### config.mk
export PLATFORM = sky130hd
export DESIGN_NAME = uart_tx_arbiter_flat
export DESIGN_NICKNAME = d
export VERILOG_FILES = /design/src/rtl/uart_tx_arbiter_if.sv /design/src/rtl/uart_tx_arbiter.sv /design/src/flat_wrapper.sv
export SDC_FILE = /design/constraint.sdc
export NUM_CORES = 1
export LEC_CHECK = 0
export CORE_MARGIN = 5
export CORE_UTILIZATION = 40
export DETAILED_ROUTE_END_ITERATION = 16
export DONT_BUFFER_PORTS = 1
export MAX_ROUTING_LAYER = met4
export PLACE_DENSITY = 0.58
export SKIP_LAST_GASP = 1
export SLEW_MARGIN = 40
export SYNTH_ARGS = -nofsm -noshare
export SYNTH_HDL_FRONTEND = slang
export SYNTH_SLANG_ARGS = --single-unit
### constraint.sdc
create_clock -name clk -period 5.1 [get_ports clk]
set_clock_uncertainty 0.2 [all_clocks]
set_input_delay 1.02 -clock clk [delete_from_list [all_inputs] [get_ports clk]]
set_output_delay 1.02 -clock clk [all_outputs]
set_load 0.05 [all_outputs]
### src/rtl/uart_tx_arbiter_if.sv
// uart_tx_arbiter_if: requester/transmitter-side signals of the UART transmit arbiter
interface uart_tx_arbiter_if #(
  parameter int NUM_REQ = 2
);
  localparam int IDW = $clog2(NUM_REQ);
  logic [NUM_REQ-1:0]   req;
  logic [8*NUM_REQ-1:0] data;
  logic [NUM_REQ-1:0]   ack;
  logic                 tx_start;
  logic [7:0]           tx_data;
  logic                 busy;
  logic [IDW-1:0]       grant_id;
  modport master (output req, data, input ack, tx_start, tx_data, busy, grant_id);
  modport slave  (input req, data, output ack, tx_start, tx_data, busy, grant_id);
endinterface

### src/rtl/uart_tx_arbiter.sv
// uart_tx_arbiter: shares one UART transmitter among NUM_REQ byte sources and times each frame.
// Define TX_ARB_FIXED_PRIO_EN for lowest-index-wins arbitration; round-robin otherwise.
module uart_tx_arbiter #(
  parameter int NUM_REQ      = 2,
  parameter int CLKS_PER_BIT = 10417,
  parameter int FRAME_BITS   = 10,
  parameter int GAP_CLKS     = 16
) (
  input logic              clk,
  input logic              reset,
  uart_tx_arbiter_if.slave bus
);
  localparam int FRAME_LEN = FRAME_BITS * CLKS_PER_BIT + GAP_CLKS;
  localparam int IDW       = $clog2(NUM_REQ);
  localparam int CW        = $clog2(FRAME_LEN);
  localparam logic [0:0] IDLE = 1'b0;
  localparam logic [0:0] WAIT = 1'b1;
  logic [0:0]         state_q, state_d;
  logic [CW-1:0]      cnt_q, cnt_d;
  logic [NUM_REQ-1:0] ack_q, ack_d;
  logic               tx_start_q, tx_start_d;
  logic [7:0]         tx_data_q, tx_data_d;
  logic               busy_q, busy_d;
  logic [IDW-1:0]     grant_id_q, grant_id_d;
  logic [IDW-1:0]     win, idx;
  logic               hit, grant, done;
  logic [7:0]         bytes [NUM_REQ];
  for (genvar g = 0; g < NUM_REQ; g++) begin : g_bytes
    assign bytes[g] = bus.data[8*g +: 8];
  end
  always_comb begin
    win = '0;
    idx = '0;
    hit = 1'b0;
`ifdef TX_ARB_FIXED_PRIO_EN
    for (int i = NUM_REQ - 1; i >= 0; i--) begin
      idx = IDW'(i);
      if (bus.req[idx]) begin
        win = idx;
        hit = 1'b1;
      end
    end
`else
    // search begins just past the last winner so every source gets a turn
    for (int i = 0; i < NUM_REQ; i++) begin
      idx = IDW'((int'(grant_id_q) + 1 + i) % NUM_REQ);
      if (!hit && bus.req[idx]) begin
        win = idx;
        hit = 1'b1;
      end
    end
`endif
    grant      = (state_q == IDLE) && hit;
    done       = (state_q == WAIT) && (cnt_q == CW'(FRAME_LEN - 1));
    state_d    = grant ? WAIT : done ? IDLE : state_q;
    cnt_d      = (state_q == WAIT && !done) ? cnt_q + 1'b1 : '0;
    busy_d     = grant ? 1'b1 : done ? 1'b0 : busy_q;
    ack_d      = grant ? NUM_REQ'(1) << win : '0;
    tx_start_d = grant;
    tx_data_d  = grant ? bytes[win] : tx_data_q;
    grant_id_d = grant ? win : grant_id_q;
  end
  always_ff @(posedge clk or posedge reset) begin
    if (reset) begin
      state_q    <= IDLE;
      cnt_q      <= '0;
      ack_q      <= '0;
      tx_start_q <= 1'b0;
      tx_data_q  <= 8'h00;
      busy_q     <= 1'b0;
      grant_id_q <= IDW'(NUM_REQ - 1);
    end else begin
      state_q    <= state_d;
      cnt_q      <= cnt_d;
      ack_q      <= ack_d;
      tx_start_q <= tx_start_d;
      tx_data_q  <= tx_data_d;
      busy_q     <= busy_d;
      grant_id_q <= grant_id_d;
    end
  end
  assign bus.ack      = ack_q;
  assign bus.tx_start = tx_start_q;
  assign bus.tx_data  = tx_data_q;
  assign bus.busy     = busy_q;
  assign bus.grant_id = grant_id_q;
endmodule
### src/flat_wrapper.sv
// flat-port wrapper written by rule: the top's interface ports become plain ports
module uart_tx_arbiter_flat 
#(
  parameter int NUM_REQ      = 2,
  parameter int CLKS_PER_BIT = 10417,
  parameter int FRAME_BITS   = 10,
  parameter int GAP_CLKS     = 16
)
  (clk, reset, bus_req, bus_data, bus_ack, bus_tx_start, bus_tx_data, bus_busy, bus_grant_id);
  uart_tx_arbiter_if #(.NUM_REQ(NUM_REQ)) bus_i ();
  input logic clk;
  input logic reset;
  input wire logic [$bits(bus_i.req)-1:0] bus_req;
  input wire logic [$bits(bus_i.data)-1:0] bus_data;
  output wire logic [$bits(bus_i.ack)-1:0] bus_ack;
  output wire logic [$bits(bus_i.tx_start)-1:0] bus_tx_start;
  output wire logic [$bits(bus_i.tx_data)-1:0] bus_tx_data;
  output wire logic [$bits(bus_i.busy)-1:0] bus_busy;
  output wire logic [$bits(bus_i.grant_id)-1:0] bus_grant_id;
  assign bus_i.req = bus_req;
  assign bus_i.data = bus_data;
  assign bus_ack = bus_i.ack;
  assign bus_tx_start = bus_i.tx_start;
  assign bus_tx_data = bus_i.tx_data;
  assign bus_busy = bus_i.busy;
  assign bus_grant_id = bus_i.grant_id;
  uart_tx_arbiter #(.NUM_REQ(NUM_REQ), .CLKS_PER_BIT(CLKS_PER_BIT), .FRAME_BITS(FRAME_BITS), .GAP_CLKS(GAP_CLKS)) u_core (.clk(clk), .reset(reset), .bus(bus_i));
endmodule
==> flow_metrics.env <==
export IMPL_rrSetupSlack_ns=2.95
export IMPL_clk_latency_ns=0.33
export IMPL_r2r_start="u_core.cnt_q[1]"
export IMPL_antenna_found_initial=0
export IMPL_routed_wl_mm=2.68
export IMPL_hold_buffers=0
export IMPL_synth_area_per_cell_um2=10.7
export IMPL_p_sw_frac=0.253
export IMPL_antenna_cells=0
export IMPL_min_period_over_period=0.454
export IMPL_dp_slack_ns=2.90
export IMPL_cts_sinks=30
export IMPL_slew_headroom=0.482
export IMPL_tightest_slew_ns=0.773
export IMPL_finish_net_count=154
export IMPL_die_x_um=68.7
export IMPL_grt_first_pass_wirelength_mm=4.06
export IMPL_comb_power_share=0.022
export IMPL_worstSetupPathType="flop to output pin"
export IMPL_reg2reg_depth=6
export IMPL_cp_start_kind="flop"
export IMPL_postCtsSetupBuffers=0
export IMPL_cts_tree="done"
export IMPL_powerDensity_mw_per_mm2=282
export IMPL_synth_nets=151
export IMPL_htree_levels=2
export IMPL_vias=950
export IMPL_hold_viol_final=0
export IMPL_synth_edf_count=0
export IMPL_synthArstFlopShare=1.00
export IMPL_num_fill_cells=332
export IMPL_rows=21
export IMPL_post_drt_via_cell_ratio=5.31
export IMPL_wl_per_cell_um=15.0
export IMPL_multi_input_comb_area_um2=547
export IMPL_drtAntennaViolNets=0
export IMPL_ios=33
export IMPL_hpwlAfterDp_mm=1.97
export IMPL_drc=0
export IMPL_ys_flop_type="dfrtp_1"
export IMPL_synthCells=129
export IMPL_holdPathStages=1
export IMPL_initial_utilization=0.413
export IMPL_switchingPower_uw=105
export IMPL_hp_class="flop to flop"
export IMPL_die_area_mm2=0.00472
export IMPL_area_delta_synth_final_pct=7.08
export IMPL_cts_made_buffers=5
export IMPL_die_y_um=68.7
export IMPL_critPathArrivalTime_ns=1.09
export IMPL_io_buffers=0
export IMPL_p_int_uw=311
export IMPL_yosysSeqAreaShare=0.545
export IMPL_ys_ff_latch=30
export IMPL_cts_root_buf="clkbuf_4"
export IMPL_clock_power_share=0.359
export IMPL_period_needed_ns=2.31
export IMPL_regArea_um2=752
export IMPL_path_max_fanout=4
export IMPL_fmax_mhz=432
export IMPL_cts_clk_slew_worst_paths_ns=0.11
export IMPL_place_congestion=0.799
export IMPL_drt_initial_drc_count=61
export IMPL_slew_viol_final=0
export IMPL_setup_violations=0
export IMPL_grt_max_degree=31
export IMPL_final_common_cell="dfrtp_1"
export IMPL_power_share_sequential=0.620
export IMPL_cts_buffer_depth=2
export IMPL_grt_ovfl_total=0
export IMPL_r2r_end="u_core.cnt_q[2]"
export IMPL_core_mm2=0.00334
export IMPL_first_pass_iters=5
export IMPL_stdcell_count=179
export IMPL_drive_above_1_share=0.120
export IMPL_ys_types=30
export IMPL_worst_setup_path_end_kind="output pin"
export IMPL_rsz0062_at_grt="false"
export IMPL_syn_area_mm2=0.00138
export IMPL_p_leak_uw=0.000653
export IMPL_final_cell_mix="dfrtp_1, nor2_1, inv_1"
export IMPL_power_uw=416
export IMPL_ir_worst_vdd_mv=0.152
export IMPL_worst_slack_ns=2.79
export IMPL_max_cap_violations=0
export IMPL_grt_pass1_vias=876
export IMPL_dp_cells=171
export IMPL_min_delay_start="u_core.cnt_q[0]"
export IMPL_yosysWarnings=0
export IMPL_track_usage=0.124
export IMPL_setup_tns_final_ns=0
export IMPL_cts_repair_resized=0
export IMPL_critPathRequiredTime_ns=3.88
export IMPL_hold_end="u_core.cnt_q[0]"
export IMPL_status="finished clean"
[through the flow]
stage	cell area, um2	hold slack, ns	util
2_1_floorplan	1380	0.256	-
3_5_place_dp	1410	0.295	0.423
5_1_grt	1480	0.342	0.442
4_1_cts	1480	0.305	0.442
6_report	1480	0.302	0.442
3_3_place_gp	1410	0.277	0.423
[area by class of cell]
cell class                 instances  share of cell area
sequential                        30               0.509
multi-input combinational         80               0.370
tap                               46              0.0390
inverter                          15              0.0381
clock buffer                       6              0.0347
clock inverter                     2             0.00847
[cells by family after synthesis]
family	after synthesis	synth area share
simple gates	48	0.181
flops	30	0.545
buf+inv	19	0.0581
compound gates	17	0.114
xor+xnor	13	0.0826
fa+ha+maj	2	0.0181
[cells in the mapped netlist (all sizes together) (3+ instances only)]
cell | number | area (um2)
nand2 | 7 | 26.3
dfrtp | 29 | 726
xnor2 | 11 | 96.3
inv | 15 | 56.3
o21ai | 3 | 26.3
nor4 | 3 | 18.8
or3 | 3 | 18.8
a222oi | 8 | 80.1
nand4 | 3 | 33.8
or4 | 3 | 26.3
nand3 | 6 | 30.0
clkbuf | 3 | 12.5
nor2 | 19 | 71.3
[power groups by stage]
stage	clock network (uW)	registers [uW]	logic, uW
6_report	149	258	9.02
5_1_grt	165	258	10.9
4_1_cts	153	258	9.51
3_5_place_dp	0	262	9.49
3_3_place_gp	0	262	8.99
2_1_floorplan	0	261	7.65
[sequential cells by signal, summed over array words and instances (netlist names)]
signal	count
u_core.bus.ack	2
u_core.bus.grant_id	1
u_core.bus.tx_data	8
u_core.bus.tx_start	1
u_core.cnt_q	17
u_core.state_q	1
[metal layers]
metal	routed length, um	global-route usage	vias up
met1	1230	0.163	462
met3	148	0.0454	6
met2	1260	0.170	27
met5	0	-	-
li1	-	-	455
met4	34	0.0511	0
[worst max-delay path by stage]
| stage | end | start | slack, ns | depth (start not counted) |
|---|---|---|---|---|
| floorplan | u_core.bus.tx_data[0] | bus_req[1] | 2.97 | 5 |
| CTS | bus_busy | u_core.state_q | 2.76 | 0 |
| detailed placement | u_core.bus.tx_data[4] | bus_req[1] | 2.90 | 3 |
| global route | bus_busy | u_core.state_q | 2.73 | 0 |
| finish | bus_busy | u_core.state_q | 2.79 | 0 |
| global placement | u_core.bus.tx_data[6] | bus_req[1] | 2.64 | 3 |
Power figures use the tool's default switching activity.
